--- config.mk ---
export PLATFORM = sky130hd
export DESIGN_NAME = reg_wb_arbiter
export DESIGN_NICKNAME = d
export VERILOG_FILES = /design/src/rtl/reg_wb_arbiter.sv
export SDC_FILE = /design/constraint.sdc
export NUM_CORES = 1
export LEC_CHECK = 0
export ABC_CLOCK_PERIOD_IN_PS = 3250
export BUFFER_PORTS_ARGS = -buffer_cell sky130_fd_sc_hd__buf_2
export CAP_MARGIN = 40
export CORE_ASPECT_RATIO = 0.5
export CORE_MARGIN = 2
export CORE_UTILIZATION = 55
export CTS_BUF_LIST = sky130_fd_sc_hd__clkbuf_4 sky130_fd_sc_hd__clkbuf_8 sky130_fd_sc_hd__clkbuf_16
export CTS_CLUSTER_DIAMETER = 100
export DETAILED_ROUTE_END_ITERATION = 6
export PLACE_DENSITY = 0.87
export SYNTH_ARGS = -nofsm -noshare
export SYNTH_HDL_FRONTEND = slang
export SYNTH_SLANG_ARGS = --single-unit
export TNS_END_PERCENT = 10
--- constraint.sdc ---
create_clock -name clk -period 3.25 [get_ports clk]
set_input_delay 0.65 -clock clk [delete_from_list [all_inputs] [get_ports clk]]
set_output_delay 0.65 -clock clk [all_outputs]
set_load 0.02 [all_outputs]
--- src/rtl/reg_wb_arbiter.sv ---
// ---------------------------------------------------------------------------
// reg_wb_arbiter
//   Shares the register file's single write port between two writeback
//   requesters: port A (ALU) and port B (load/store unit). It also keeps a
//   per-register pending-write scoreboard so decode can detect RAW hazards.
//
//   Arbitration is round-robin over valid/ready handshakes. Each ready is
//   combinational from the valids and the round-robin pointer. The accepted
//   request reaches the registered write port one cycle later.
//
// Ports
//   clk, rst_n                 clock, asynchronous active-low reset
//   a_valid/a_ready/a_rd/      port A (ALU) writeback request
//     a_data/a_mode
//   b_valid/b_ready/b_rd/      port B (load/store) writeback request
//     b_data/b_mode
//   rf_rc/rf_dataC/            registered register-file write port
//     rf_w_en/rf_w_mode
//   iss_valid/iss_rd           decode issued a writer of iss_rd
//   chk_ra/chk_rb              source registers to check
//   hazard_a/hazard_b          source register has a pending write
//   wb_err                     one-cycle pulse: accepted request had mode 3
//
// NUM_REGS is expected to equal 2**ADDR_LEN, so every address indexes a
// real scoreboard bit.
// ---------------------------------------------------------------------------
module reg_wb_arbiter #(
    parameter int unsigned WIDTH    = 32,
    parameter int unsigned ADDR_LEN = 5,
    parameter int unsigned NUM_REGS = 32
) (
    input  logic                clk,
    input  logic                rst_n,

    input  logic                a_valid,
    output logic                a_ready,
    input  logic [ADDR_LEN-1:0] a_rd,
    input  logic [WIDTH-1:0]    a_data,
    input  logic [1:0]          a_mode,

    input  logic                b_valid,
    output logic                b_ready,
    input  logic [ADDR_LEN-1:0] b_rd,
    input  logic [WIDTH-1:0]    b_data,
    input  logic [1:0]          b_mode,

    output logic [ADDR_LEN-1:0] rf_rc,
    output logic [WIDTH-1:0]    rf_dataC,
    output logic                rf_w_en,
    output logic [1:0]          rf_w_mode,

    input  logic                iss_valid,
    input  logic [ADDR_LEN-1:0] iss_rd,
    input  logic [ADDR_LEN-1:0] chk_ra,
    input  logic [ADDR_LEN-1:0] chk_rb,
    output logic                hazard_a,
    output logic                hazard_b,

    output logic                wb_err
);

    localparam logic [1:0] ModeBad = 2'd3;

    // Which port wins the next tie.
    typedef enum logic {
        PrioA,
        PrioB
    } prio_e;

    prio_e               prio_q, prio_d;

    logic                a_grant, b_grant, xfer;
    logic [ADDR_LEN-1:0] x_rd;
    logic [WIDTH-1:0]    x_data;
    logic [1:0]          x_mode;

    logic                w_en_d, err_d;
    logic [ADDR_LEN-1:0] rc_q;
    logic [WIDTH-1:0]    data_q;
    logic [1:0]          mode_q;
    logic                w_en_q, err_q;

    logic [NUM_REGS-1:0] busy_q, busy_d;

    // ------------------------------------------------------------------
    // Arbitration and transfer selection
    // ------------------------------------------------------------------
    always_comb begin
        a_grant = a_valid & (~b_valid | (prio_q == PrioA));
        b_grant = b_valid & (~a_valid | (prio_q == PrioB));
        xfer    = a_grant | b_grant;

        x_rd   = a_grant ? a_rd   : b_rd;
        x_data = a_grant ? a_data : b_data;
        x_mode = a_grant ? a_mode : b_mode;

        // The pointer only moves on a grant.
        prio_d = prio_q;
        if (a_grant) begin
            prio_d = PrioB;
        end else if (b_grant) begin
            prio_d = PrioA;
        end

        // Writes to r0 and malformed mode-3 writes are accepted but dropped.
        w_en_d = xfer && (x_rd != '0) && (x_mode != ModeBad);
        err_d  = xfer && (x_mode == ModeBad);
    end

    assign a_ready = a_grant;
    assign b_ready = b_grant;

    always_ff @(posedge clk or negedge rst_n) begin
        if (!rst_n) begin
            prio_q <= PrioA;
            w_en_q <= 1'b0;
            err_q  <= 1'b0;
            rc_q   <= '0;
            data_q <= '0;
            mode_q <= '0;
        end else begin
            prio_q <= prio_d;
            w_en_q <= w_en_d;
            err_q  <= err_d;
            // Address/data/mode only change on a real write; otherwise hold.
            if (w_en_d) begin
                rc_q   <= x_rd;
                data_q <= x_data;
                mode_q <= x_mode;
            end
        end
    end

    assign rf_rc     = rc_q;
    assign rf_dataC  = data_q;
    assign rf_w_mode = mode_q;
    assign rf_w_en   = w_en_q;
    assign wb_err    = err_q;

    // ------------------------------------------------------------------
    // Pending-write scoreboard
    // ------------------------------------------------------------------
    always_comb begin
        busy_d = busy_q;
        // Any accepted transfer retires its register, even a dropped mode-3 one.
        if (xfer) begin
            busy_d[x_rd] = 1'b0;
        end
        // Applied after the clear so a same-cycle new writer stays outstanding.
        if (iss_valid) begin
            busy_d[iss_rd] = 1'b1;
        end
        busy_d[0] = 1'b0;
    end

    always_ff @(posedge clk or negedge rst_n) begin
        if (!rst_n) begin
            busy_q <= '0;
        end else begin
            busy_q <= busy_d;
        end
    end

    assign hazard_a = busy_q[chk_ra];
    assign hazard_b = busy_q[chk_rb];

endmodule

## Word-level counts from Yosys, hierarchy flattened

Cells that the tools add are included.

- Register bits: 73
- Output and inout bits: 45
- Word-level logic and storage cells: 48

- Equality and inequality tests: 2
- Magnitude comparators: 6
- Reductions and logical operators: 7
- Bitwise gates (word level): 11
- Mux-type cells: 15

Operators by type and width:

| operator | number |
|---|---|
| two-way mux 32 bit | 3 |
| AND 32 bit | 1 |
| inverter 32 bit | 1 |
| OR 32 bit | 1 |
| < comparator 5 x 6 -> 1 bit (second input constant) | 4 |
| binary-select mux 1 bit (select 5 bit) | 2 |
| demux 1 bit (select 5 bit) | 2 |
| greater-or-equal comparator 5 x 1 -> 1 bit (second input constant) | 2 |
| two-way mux 1 bit | 6 |
| logical AND 1 bit | 5 |
| two-way mux 5 bit | 1 |
| nonzero test 5 bit | 1 |
| inverter 1 bit | 3 |
| OR 1 bit | 3 |
| AND 1 bit | 2 |
| equality test 2 bit (second input constant) | 1 |
| two-way mux 2 bit | 1 |
| inequality test 2 bit (second input constant) | 1 |
| nonzero test 2 bit | 1 |

## Logic depth before layout (Yosys ltp)

Gate-level depths: netlist of the first run.

- Depth in word-level cells: 13
- Mapped depth: 6

## Worst setup path before layout of the first run

Ideal clock, no wire load.

- Path kind: input to output
- Start: in chk_ra[0]
- End: out hazard_a
- Slack: 0.687 ns
- Arrival time: 1.913 ns
- Buffers on the path: 1
- Stages: 5
- Path through: clkbuf_1 -> mux4_2 -> nand2b_1 -> o211ai_1 -> nand4_1

- Cells in the longest elaborated chain, start to end: 2

RTL lines:

| element | line | RTL |
|---|---|---|
| from (decl) | 54 | `input logic [ADDR_LEN-1:0] chk_ra,` |
| binary-select mux 1 bit (select 5 bit) | 164 | `assign hazard_a = busy_q[chk_ra];` |
| two-way mux 1 bit (implied by the code) | 164 |  |
| to (decl) | 56 | `output logic hazard_a,` |

No other way between the ends. The select of a mux whose other input is x is not followed.

## Worst setup path after layout of the first run

- Start: in chk_rb[0]
- End: out hazard_b

- Cells in the longest elaborated chain, start to end: 2

RTL lines:

| element | line | RTL |
|---|---|---|
| from (decl) | 55 | `input logic [ADDR_LEN-1:0] chk_rb,` |
| binary-select mux 1 bit (select 5 bit) | 165 | `assign hazard_b = busy_q[chk_rb];` |
| two-way mux 1 bit (implied by the code) | 165 |  |
| to (decl) | 57 | `output logic hazard_b,` |

No other way between the ends. The select of a mux whose other input is x is not followed.

==> reports/results.txt, run 1 <==
multi-input logic area - 0.00221 mm²
top-count cell post-synth - mux2_2
1st-pass router iterations - 5
placed wire-length estimate - 7.76 mm
WL met2 - 5.37 mm
CTS Buf Count - 9
largest net degree at the start of global routing - 52
RSZ-0062 raised after global routing - false
Setup violations, final - 0
area leader, netlist - dfrtp_1
Hold Vio Cnt, Final - 0
post-synth top area share - 43.9%
DRT iter0 DRCs - 292
sequential cell area - 0.00183 mm²
Clock Skew - 0.00364 ns
Critical Path Slowest Stage Cell - mux4_2
Buf/Inv on CP - 2
Synth warnings - 0
H-tree depth - 3
HP Class - input pin to asynchronous set/reset pin
clk slew on worst S/H paths - 0.05 ns
nets - 594
Placed Area - 0.00497 mm²
Met3 Wirelength - 598 µm
CP required - 2.60 ns
Core Footprint - 0.00732 mm²
outcome - complete, no violations
post-synthesis xor/xnor area fraction - 0%
clk buf depth - 2
routability cong. - 0.888
DRT met1 WL - 4.50 mm
vias in the first global route - 3,429
Post-Syn Area per Cell - 11.7 µm²
max incr delay on CP - 0.51 ns
most used cell, CP - buf_2
die area - 0.00831 mm²
gr usage total - 26.6%
Post-Synth Simple-Gate Area - 7.58%
WL final - 10.6 mm
Max VDD drop - 0.297 mV
initial antenna violation count - 0
ANT cells - 0
worst-path fanout max - 7
FP Rows - 22
DR vias - 3,577
vias per inst - 5.99
Layout Cells excl Fill - 597
Post-CTS Hold Fix Bufs - 0
number of routed nets with antenna violations - 0
post-synthesis compound-gate area fraction - 14.9%
leakage power - 2.39 nW
drc violations - 0
CTS tree - built
Post-synth top cells - mux2_2, dfrtp_1, o21ai_0
worst path arrival time - 1.89 ns
PwrDens - 615 mW/mm²
CP Launch Type - input pin
ratio of cells with drive above 1 in the final layout - 51.3%
main area contributors after synthesis - dfrtp_1, mux2_2, mux2i_1, o41ai_1, o21ai_0
Slew @ Worst Pin - 0.744 ns
Final Slew Violations - 0
grt ovf - 0
CP Class - input pin to primary output
Netlist cell types - 36
I/O pin count - 143
syn_nets - 453
Critical Path End Type - primary output
Starting Density - 56.8%
clock tree sinks - 73
clock latency on the worst-skew pair - 0.32 ns
Post-synth EDFFs - 0
delay-heaviest family, CP - multiplexers
max layer used - met4
Max Clock Freq - 394 MHz
Syn Std Cell Area - 0.00416 mm²
Post-Syn Instances - 355
slew margin rel. - 49.0%
register area share after synthesis - 43.9%
CP Cell Sequence - buf_2, mux4_2, nand2b_1, o2111ai_1, nand4_1, buf_2
Placed Cells incl. Taps - 581
minimum clock period - 2.54 ns
I/O Buffers - 142
first-pass GRT wire length - 17.2 mm
main combinational cell family by area after synthesis - multiplexers
area growth from synthesis to layout - 27.5%
setup bufs post-CTS - 0
post-DR wirelength/cell - 17.8 µm
fin crit share - 78.0%
Synth Area in Adders - 0%
Die Y-Extent - 65.5 µm
mux cell area share after synthesis - 30.5%
MaxCap Viol Count - 0
share of flip-flops with an asynchronous set or reset - 100%
post-CTS resize count - 0
Die W - 127 µm
filler cell count - 560
design area - 0.00530 mm²
root buffer cell - clkbuf_16
synthesis-stage register bit count - 73
Final TNS setup - 0 ns
Pwr Total - 3.26 mW
Top FF cell, synth - dfrtp_1
[per-stage QoR]
step / util [%] / hold slack, ns / setup slack (ns)
2_1_floorplan: - / 0.354 / 0.687
3_3_place_gp: 67.9 / 0.485 / 0.717
3_5_place_dp: 67.9 / 0.489 / 0.645
4_1_cts: 72.4 / 0.368 / 0.718
5_1_grt: 72.4 / 0.394 / 0.664
6_report: 72.4 / 0.351 / 0.714
[registers in the layout (all words and copies together) (netlist names)]
signal	flops
rf_rc	5
rf_dataC	32
rf_w_en	1
busy_q	31
rf_w_mode	2
wb_err	1
prio_q	1
[per-layer routing]
| layer | GRT usage, % | up-vias |
|---|---|---|
| li1 | - | 1660 |
| met1 | 33.4 | 1760 |
| met2 | 46.8 | 140 |
| met3 | 6.43 | 17 |
| met4 | 7.01 | 0 |
| met5 | 0 | - |
[worst register-to-register path, delay by kind of cell, from the launching register on]
kind	cells	cell delay (ns)
DFF	1	0.43
muxes	2	0.64
AOI/OAI and AO/OA	2	0.49
buffers and inverters	2	0.60
[final timing paths]
kind	start	to	slack, ns	cells after the start
min	rst_n	busy_q[24]	0.35	1
max in group asynchronous	rst_n	rf_dataC[12]	2.14	2
max	chk_rb[0]	hazard_b	0.71	6
max reg2reg	prio_q	rf_dataC[29]	0.99	6
min reg2reg	rf_dataC[7]	rf_dataC[7]	0.50	1
min in group clk	rf_dataC[7]	rf_dataC[7]	0.50	1
[cells by family after synthesis]
group,count (synthesis)
simple gates,57
flops,73
mux,109
buf+inv,28
compound gates,88
[cell type report]
class	instances	share of cell area, %
multi-input combinational	254	41.6
inverter	7	0.496
clock buffer	11	4.77
tap	96	2.27
timing repair buffer	151	14.9
sequential	73	34.5
clock inverter	5	1.46
[layout by cell type, fill, tap and decap left out, types with 3 or more instances in the layout]
cell type,n
a211oi_1,4
a21oi_1,7
a22oi_1,4
buf_2,142
buf_4,8
clkbuf_16,9
dfrtp_1,73
inv_1,7
mux2_2,77
mux2i_1,25
mux4_2,6
nand2_1,7
nand2b_1,5
nand3_1,10
nand3b_1,5
nor2_1,9
nor2b_1,9
o21ai_0,31
o22ai_1,3
o31ai_1,3
o41ai_1,28
or3b_2,3
[power by group]
part	switching (mW)	internal (mW)	total [mW]
clock	0.358	0.710	1.07
sequential	0.164	1.12	1.28
combinational	0.478	0.431	0.909
total	1.00	2.26	3.26
Power figures use the tool's default switching activity.
==> inputs of run 2 (changes only) <==
- ABC_CLOCK_PERIOD_IN_PS: 3250 -> 2600
- CORE_UTILIZATION: 55 -> 51
- PLACE_DENSITY: 0.87 -> 0.81
- clock period: 3.25 -> 2.6 ns (I/O delays scaled with it)
==> reports/results.txt, run 2 (synthesis results as in run 1) <==
design area - 0.00535 mm²
DRT iter0 DRCs - 288
Critical Path Slowest Stage Cell - mux4_2
HP Class - input pin to asynchronous set/reset pin
vias per inst - 5.79
R2R depth - 6
Max Clock Freq - 439 MHz
Critical Path End Type - primary output
worst-path fanout max - 7
routability cong. - 0.838
post-DR wirelength/cell - 16.9 µm
Buf/Inv on CP - 2
1st-pass router iterations - 5
Post-CTS Hold Fix Bufs - 0
outcome - complete, no violations
Layout Cells excl Fill - 613
MaxCap Viol Count - 0
I/O pin count - 143
most used cell, CP - buf_2
drc violations - 0
Setup WS post-layout - 0.321 ns
I/O Buffers - 142
worst r2r src - prio_q
Setup violations, final - 0
root buffer cell - clkbuf_16
largest net degree at the start of global routing - 74
CP Class - input pin to primary output
clock tree sinks - 73
CP Launch Type - input pin
nets - 594
vias in the first global route - 3,524
Placed Cells incl. Taps - 597
Die W - 132 µm
worst r2r dst - rf_dataC[1]
Final TNS setup - 0 ns
max incr delay on CP - 0.52 ns
filler cell count - 626
gr usage total - 24.2%
ratio of cells with drive above 1 in the final layout - 51.3%
post-CTS resize count - 0
number of routed nets with antenna violations - 0
initial antenna violation count - 0
grt ovf - 0
clk buf depth - 2
CTS tree - built
RSZ-0062 raised after global routing - false
Hold Vio Cnt, Final - 0
FP Rows - 23
H-tree depth - 3
worst path arrival time - 1.76 ns
hold_ws - 0.209 ns
clock latency on the worst-skew pair - 0.33 ns
commonest non-fill, non-tap cell in the layout - buf_2
slew margin rel. - 50.1%
PwrDens - 776 mW/mm²
first-pass GRT wire length - 17.1 mm
Placed Area - 0.00500 mm²
Final Slew Violations - 0
delay-heaviest family, CP - multiplexers
area growth from synthesis to layout - 28.7%
minimum clock period - 2.28 ns
die area - 0.00893 mm²
most frequent cells in the layout - buf_2, mux2_2, dfrtp_1
setup bufs post-CTS - 0
CTS Buf Count - 9
DP Worst Slack - 0.134 ns
Max VDD drop - 0.338 mV
WL final - 10.4 mm
leakage power - 2.40 nW
DR vias - 3,548
Die Y-Extent - 67.8 µm
CP required - 2.08 ns
placed wire-length estimate - 7.39 mm
Slew @ Worst Pin - 0.728 ns
Clock Skew - 0.00509 ns
flop2flop setup slack - 0.44 ns
ANT cells - 0
clk slew on worst S/H paths - 0.05 ns
max reg flops - 32
CP Cell Sequence - buf_2, mux4_2, nand2b_1, o211ai_1, nand4_1, buf_2
fin crit share - 87.7%
Core Footprint - 0.00794 mm²
Starting Density - 52.3%
[run 2: changes by cell type in the layout (fill, tap and decap cells not counted)]
cell	previous run	this run
clkbuf_8	2	1
clkinv_2	2	1
buf_4	8	7
bufinv_16	2	3
buf_12	1	2
clkbuf_4	0	1
[run 2: layout make-up]
class	instances	area (µm²)	area share, %
multi-input cells	254	2210	41.2
clock buffers	11	246	4.60
clock inverters	5	103	1.92
flip-flops and latches	73	1830	34.1
repair buffers	151	803	15.0
inverters	7	26.3	0.491
well taps	112	140	2.62
[run 2: how the worst max path moves through the flow]
stage | start | end | depth (start not counted)
floorplan | chk_ra[0] | hazard_a | 5
global placement | b_valid | rf_dataC[14] | 7
detailed placement | b_valid | rf_dataC[1] | 7
CTS | chk_ra[0] | hazard_a | 6
global route | chk_ra[0] | hazard_a | 6
finish | chk_ra[0] | hazard_a | 6
[run 2: power by group]
part	leakage [nW]	internal [mW]	total (mW)	switching (mW)
sequential	0.875	1.40	1.60	0.197
clock	0.169	0.972	1.42	0.449
combinational	1.35	0.541	1.13	0.593
total	2.40	2.91	4.15	1.24
[run 2: stage by stage]
step,total power [mW],util (%)
final,4.15,67.4
after global routing,4.37,67.4
after CTS,4.18,67.4
after detailed placement,2.74,63.0
after global placement,2.70,63.0
after floorplan,2.32,-
[run 2: per-layer routing]
metal	GRT usage, %	vias up	routed length, µm
li1	-	1658	-
met1	29.8	1739	4400
met2	43.2	136	5120
met3	5.85	15	709
met4	8.15	0	136
met5	0	-	0
